**src/rtl/serial_pkg.sv**
```systemverilog
// Shared serial-link types, line levels and width helpers.
// Used by the transmitter and the matching receiver.
package serial_pkg;

    typedef enum logic [1:0] {
        IDLE,
        START,
        DATA,
        STOP
    } tx_state_t;

    localparam logic IDLE_LEVEL  = 1'b1;
    localparam logic START_LEVEL = 1'b0;
    localparam logic STOP_LEVEL  = 1'b1;

    function automatic int clog2_min1(input int n);
        return (n > 1) ? $clog2(n) : 1;
    endfunction

    function automatic logic line_level(
        input tx_state_t s,
        input logic      bit_val
    );
        logic lvl;
        lvl = IDLE_LEVEL;
        unique case (s)
            IDLE:  lvl = IDLE_LEVEL;
            START: lvl = START_LEVEL;
            DATA:  lvl = bit_val;
            STOP:  lvl = STOP_LEVEL;
        endcase
        return lvl;
    endfunction

endpackage

```
**src/rtl/baud_tick_gen.sv**
```systemverilog
// Enable-gated bit-period counter; tick marks the last enabled cycle of a bit.
// clear restarts the period so a new frame gets a full first bit.
module baud_tick_gen
    import serial_pkg::*;
#(
    parameter int CLKS_PER_BIT = 4
) (
    input  logic clk,
    input  logic reset_n,
    input  logic en,
    input  logic clear,
    output logic tick
);

    localparam int CW = clog2_min1(CLKS_PER_BIT);
    localparam logic [CW-1:0] LAST = CW'(CLKS_PER_BIT - 1);

    logic [CW-1:0] cnt_q;
    logic [CW-1:0] cnt_d;

    assign tick = en && (cnt_q == LAST);

    always_comb begin
        cnt_d = cnt_q;
        if (clear) begin
            cnt_d = '0;
        end else if (en) begin
            cnt_d = tick ? '0 : cnt_q + CW'(1);
        end
    end

    always_ff @(posedge clk or negedge reset_n) begin
        if (!reset_n) begin
            cnt_q <= '0;
        end else begin
            cnt_q <= cnt_d;
        end
    end

endmodule

```
**src/rtl/serial_tx.sv**
```systemverilog
// Framed serial transmitter: start bit, WIDTH data bits LSB first, stop bit.
// tx is registered from the next state so the line never glitches.
module serial_tx
    import serial_pkg::*;
#(
    parameter int WIDTH        = 8,
    parameter int CLKS_PER_BIT = 4
) (
    input  logic             clk,
    input  logic             reset_n,
    input  logic             en,
    input  logic [WIDTH-1:0] data_in,
    input  logic             valid,
    output logic             ready,
    output logic             tx,
    output logic             busy,
    output logic             done
);

    localparam int IW = clog2_min1(WIDTH);
    localparam logic [IW-1:0] LAST_IDX = IW'(WIDTH - 1);

    tx_state_t        state_q, state_d;
    logic [WIDTH-1:0] shift_q, shift_d;
    logic [IW-1:0]    idx_q, idx_d;
    logic             tx_q, tx_d;
    logic             done_q, done_d;
    logic             accept;
    logic             tick;

    assign ready  = (state_q == IDLE);
    assign busy   = (state_q != IDLE);
    assign tx     = tx_q;
    assign done   = done_q;
    assign accept = valid && en && (state_q == IDLE);

    baud_tick_gen #(
        .CLKS_PER_BIT(CLKS_PER_BIT)
    ) u_baud (
        .clk    (clk),
        .reset_n(reset_n),
        .en     (en),
        .clear  (accept),
        .tick   (tick)
    );

    always_comb begin
        state_d = state_q;
        shift_d = shift_q;
        idx_d   = idx_q;
        done_d  = 1'b0;
        unique case (state_q)
            IDLE: begin
                if (accept) begin
                    shift_d = data_in;
                    state_d = START;
                end
            end
            START: begin
                if (tick) begin
                    idx_d   = '0;
                    state_d = DATA;
                end
            end
            DATA: begin
                if (tick) begin
                    shift_d = shift_q >> 1;
                    idx_d   = idx_q + IW'(1);
                    if (idx_q == LAST_IDX) begin
                        state_d = STOP;
                    end
                end
            end
            STOP: begin
                if (tick) begin
                    state_d = IDLE;
                    done_d  = 1'b1;
                end
            end
        endcase
        tx_d = line_level(state_d, shift_d[0]);
    end

    always_ff @(posedge clk or negedge reset_n) begin
        if (!reset_n) begin
            state_q <= IDLE;
            shift_q <= '0;
            idx_q   <= '0;
            tx_q    <= IDLE_LEVEL;
            done_q  <= 1'b0;
        end else begin
            state_q <= state_d;
            shift_q <= shift_d;
            idx_q   <= idx_d;
            tx_q    <= tx_d;
            done_q  <= done_d;
        end
    end

endmodule
```
**config.mk**
```make
export PLATFORM = sky130hd
export DESIGN_NAME = serial_tx
export DESIGN_NICKNAME = d
export VERILOG_FILES = /design/src/rtl/serial_pkg.sv /design/src/rtl/baud_tick_gen.sv /design/src/rtl/serial_tx.sv
export SDC_FILE = /design/constraint.sdc
export NUM_CORES = 1
export LEC_CHECK = 0
export BUFFER_PORTS_ARGS = -buffer_cell sky130_fd_sc_hd__buf_2
export CAP_MARGIN = 10
export CORE_MARGIN = 3
export CORE_UTILIZATION = 57
export CTS_CLUSTER_SIZE = 25
export DETAILED_ROUTE_END_ITERATION = 8
export PLACE_DENSITY = 0.81
export SLEW_MARGIN = 20
export SYNTH_ARGS = -nofsm -noshare
export SYNTH_HDL_FRONTEND = slang
export SYNTH_SLANG_ARGS = --single-unit
```
**constraint.sdc**
```tcl
create_clock -name clk -period 4.4 [get_ports clk]
set_clock_uncertainty 0.1 [all_clocks]
set_input_delay 0.88 -clock clk [delete_from_list [all_inputs] [get_ports clk]]
set_output_delay 0.88 -clock clk [all_outputs]
set_load 0.02 [all_outputs]
```
After elaboration in Yosys (flattened, before gate mapping)
Index checks and enable logic that the tools add are counted.

storage, ports and cells
  register bits after elaboration = 17
  input bits = 12
  output and inout bits = 4
  word-level logic and storage cells = 50

operators by class
  add/subtract/negate cells = 2
  equal/unequal tests = 11
  muxes and demuxes = 18
  reduce and logical (&&, ||, !) cells = 12

operators by type and width
  kind                                                                   count
  2-bit 2-to-1 mux                                                       8
  8-bit 2-to-1 mux                                                       2
  8-bit case mux with 2 select lines                                     1
  2-bit equality test, second input constant                             5
  2-bit case mux with 4 select lines                                     1
  2-bit nonzero test                                                     4
  3-bit 2-to-1 mux                                                       2
  2-bit by 1-bit != test with 1-bit output, second input constant        3
  3-bit case mux with 2 select lines                                     1
  3-bit AND reduction                                                    2
  2-bit by 1-bit equality test with 1-bit output, second input constant  2
  2-bit logical NOT                                                      2
  3-bit by 1-bit adder with 3-bit output, second input constant          1
  3-bit equality test, second input constant                             1
  1-bit logical AND                                                      3
  1-bit case mux with 3 select lines                                     1
  2-bit by 1-bit adder with 2-bit output, second input constant          1
  1-bit 2-to-1 mux                                                       2
  2-bit OR reduction                                                     1

Depth between registers and ports, before layout
  depth after elaboration = 7
  depth in mapped cells = 9
  mapped depth without buffers = 9

Cells and area by module
A second synthesis with hierarchy kept.

second synthesis, totals
  cell total of the unflattened synthesis = 72
  area, all modules = 878.3 um^2

modules (own cells, without submodules)
  module         instances  cells an instance  area each (um^2)  sequential area each (um^2)
  serial_tx      1          63                 772.0             376.6
  baud_tick_gen  1          9                  106.4             50.0

Worst setup path after synthesis
No wires, ideal clock.

  path type = input-to-reg
  start point = input port en
  end point = register tx_q, in the netlist tx
  setup time = 90 ps
  arrival time = 1997 ps
  required time = 4210 ps
  slack = 2213 ps
  stages = 8
  buffers on the path = 1
  cell sequence = buf_4 > nand3_1 > xnor2_1 > inv_1 > ha_1 > inv_1 > o221a_1 > a311oi_2

on the way
  longest elaborated chain between the ends = 7
  elaborated cells between the ends (all ways) = 17
  classes of those cells = eq/ne (3); mux (9); reduce/logical (5)

ends and longest elaborated chain
  what                                                             line              text
  start: declaration                                               serial_tx.sv:11   input logic en,
  1-bit logical AND (2 in a row)                                   serial_tx.sv:35   assign accept = valid && en && (state_q == IDLE);
  2-bit 2-to-1 mux                                                 serial_tx.sv:54   if (accept) begin
  2-bit case mux with 4 select lines *                             serial_tx.sv:52   unique case (state_q)
  net state_d[1]                                                   serial_tx.sv:23   tx_state_t state_q, state_d;
  2-bit equality test / 2-bit logical NOT (equally long branches)  serial_pkg.sv:26  unique case (s)
  2-bit OR reduction (no line)                                     n/a
  1-bit case mux with 3 select lines *                             serial_pkg.sv:26
  net tx_d                                                         serial_tx.sv:26   logic tx_q, tx_d;
  end signal: assignment                                           serial_tx.sv:95   tx_q <= tx_d;
  end: declaration                                                 serial_tx.sv:26

Mark *: on every way through the listed nets, which the timed path passes. The rest lies on a longest branch. The select of a mux whose other input is x is not followed.
A chain may end at the register's enable or synchronous reset.

Worst setup path in the final report
  start point = register state_q[0]
  end point = output port ready

on the way
  longest elaborated chain between the ends = 1

ends and longest elaborated chain
  what                      line             text
  start: declaration        serial_tx.sv:23
  start signal: assignment  serial_tx.sv:92  state_q <= state_d;
  2-bit logical NOT         serial_tx.sv:31  assign ready = (state_q == IDLE);
  end: declaration          serial_tx.sv:14  output logic ready,

No other way between the ends.

==> flow_metrics.py <==
metrics = {
    "synthesis": {
        "synth-edff-count": 0,
        "async_reset_ff_frac": 1.00,
        "yosysMostFrequentCell": "dfrtp_1",
        "synth_cell_types": 30,
        "yosys-top-cells-count": "16 x dfrtp_1, 11 x nand2_1, 10 x nand3_1",
        "synth-seq-cells": 17,
        "syn_inst": 87,
        "syn_nets": 103,
        "synth_top_area_share": 0.434,
        "yosysSeqAreaShare": 0.463,
        "yosysTopAreaCell": "dfrtp_1",
        "ys.flop_type": "dfrtp_1",
        "synth_top_cells_by_area": "dfrtp_1 43%, a22oi_1 6.5%, ha_1 5.4%",
        "syn_avg_cell_area_um2": 10.6,
        "ys_warn_count": 0,
        "syn-cell-area_um2": 922,
    },
    "floorplanning": {
        "start_util": 0.659,
        "io_pins": 16,
        "dieWidth_um": 46.2,
        "die_y_um": 46.2,
        "core-area_um2": 1400,
        "die-area_um2": 2140,
        "rows": 13,
    },
    "cells_and_area": {
        "drive_gt1_frac": 0.232,
        "antenna-diode-count": 0,
        "design_area_um2": 987,
        "synthToLayoutAreaGrowth_pct": 7.06,
        "nets": 116,
        "fin_util": 0.706,
    },
    "global_routing": {
        "grt_antenna_before_repair": 0,
        "track_usage": 0.189,
        "grt_overflow": 0,
        "grt_pass1_vias": 660,
        "grt_max_degree": 18,
        "grt_pass1_wl_um": 2840,
    },
    "placed_design": {
        "place_hpwl_um": 1190,
        "place.port_buffers": 15,
        "gp_congestion": 0.727,
        "place_ws_ps": 1970,
        "place_area_um2": 961,
    },
    "clock_tree": {
        "post_cts_resized": 0,
        "clockBufferDepth": 2,
        "clk_latency_ps": 290,
        "cts_root_buf": "clkbuf_4",
        "cts_tree": "done",
        "h-tree-depth": 1,
        "cts_made_buffers": 3,
        "cts_setup_buffers": 0,
        "postCtsHoldBufs": 0,
        "clk_pin_slew_worst_paths_ps": 100,
        "cts.sinks": 17,
    },
    "timing": {
        "hold_violations": 0,
        "slew_violations": 0,
        "worst_slack_ps": 2060,
        "worstMarginPinSlew_ps": 431,
        "period_minus_slack_ps": 2340,
        "rsz0062_at_grt": "no",
        "relSlewSlack": 0.713,
        "min_period_over_period": 0.531,
        "clock.fmax_ghz": 0.428,
        "setup_violations": 0,
        "setup_tns_ps": 0,
        "timing.hold.ws_ps": 390,
    },
    "detailed_routing": {
        "wl_per_cell_um": 14.3,
        "wirelength_um": 1630,
        "routed.top_layer": "met4",
        "antenna_left": 0,
        "drtIter0Drc": 14,
        "via_per_inst": 6.07,
        "first_pass_iters": 3,
        "wl_met3_um": 58,
        "num_vias": 692,
        "wl_met1_um": 754,
        "drc_errors": 0,
        "wl_met2_um": 796,
    },
    "outcome": {
        "outcome": "finished clean",
    },
    "worst_setup_path": {
        "cp_slowest_stage_delay_ps": 510,
        "crit_arrival_ps": 1360,
        "reg2reg_slack_ps": 2270,
        "critPathMaxFanout": 13,
        "required_ps": 3420,
        "r2r-end": "tx",
        "cp_top_family": "flip-flops",
        "timing.rr.start": "idx_q[0]",
        "reg2regPathDepth": 9,
        "cp_slowest_cell": "dfrtp_1",
        "end_kind": "primary output",
        "cp_num_buf_inv": 2,
        "path_class": "reg -> out",
        "critPathLaunchType": "flip-flop",
        "worst-path-stages": 3,
        "path_cells": "or2_2 -> inv_1 -> buf_2",
    },
    "power_and_ir_drop": {
        "leakage_uw": 0.000520,
        "ir_worst_vdd_mv": 0.394,
        "powerDensity_nw_per_um2": 656,
    },
    "job": {
        "maxCapViolations": 0,
    },
    "hold_path": {
        "hp-class": "in -> async",
    },
}
-- power by group --
group	total, uW	internal (uW)	switching, uW	leakage [uW]
sequential	289	228	61.0	0.000204
combinational	276	131	145	0.000301
clock	82.7	35.3	47.5	0.0000150
-- sequential cells by signal, summed over array words and instances (netlist names) --
signal and flops:
done 1, state_q 2, idx_q 3, tx 1, shift_q 8, u_baud.cnt_q 2
-- stage by stage --
step	std cells	total power (uW)
6_report	114	648
5_1_grt	114	706
4_1_cts	114	655
3_5_place_dp	110	571
3_3_place_gp	110	551
2_1_floorplan	87	521
-- cells in the final DEF (no fill, tap or decap), drive strengths merged --
cell type,netlist,layout
dfrtp,16,16
buf,6,15
nand2,11,11
nand3,10,10
a22oi,9,9
inv,4,4
ha,4,4
clkbuf,1,4
o2bb2ai,3,3
nand2b,2,2
and3,2,2
o21ai,2,2
nor2,2,2
mux2i,2,2
or2,1,1
a21oi,1,1
xnor2,1,1
nand4bb,1,1
nand4b,1,1
and4bb,1,1
and4b,1,1
o221a,1,1
a311oi,1,1
nor3,1,1
mux2,1,1
and3b,1,1
dfstp,1,1
-- routing by layer --
layer / global-route usage / up-vias
met5: 0 / -
met4: 0.0852 / 0
met3: 0.0586 / 4
met2: 0.283 / 9
met1: 0.247 / 339
li1: - / 340
-- worst max path at each step --
stage	start	to
after global routing	state_q[0]	ready
after detailed placement	en	tx
after CTS	state_q[1]	ready
after global placement	en	tx
after floorplan	en	tx
final	state_q[0]	ready
-- kinds of logic (layout without fill, tap and decap cells) --
kind of cell / after synthesis / in the layout / synth area share
AO/OA/AOI/OAI: 17 / 17 / 0.161
XOR/XNOR: 1 / 1 / 0.00950
buffers and inverters: 11 / 23 / 0.0760
multiplexers: 3 / 3 / 0.0339
AND/OR/NAND/NOR: 34 / 34 / 0.202
adder cells (fa/ha/maj): 4 / 4 / 0.0543
flip-flops: 17 / 17 / 0.463
-- final cells by class --
cell class | instances | area [um2]
flip-flops and latches | 17 | 427
multi-input cells | 59 | 425
fillers | 104 | 412
repair buffers | 15 | 75.1
clock buffers | 4 | 26.3
well taps | 15 | 18.8
inverters | 4 | 15.0
Note: power is estimated with default switching activity, not from simulation.
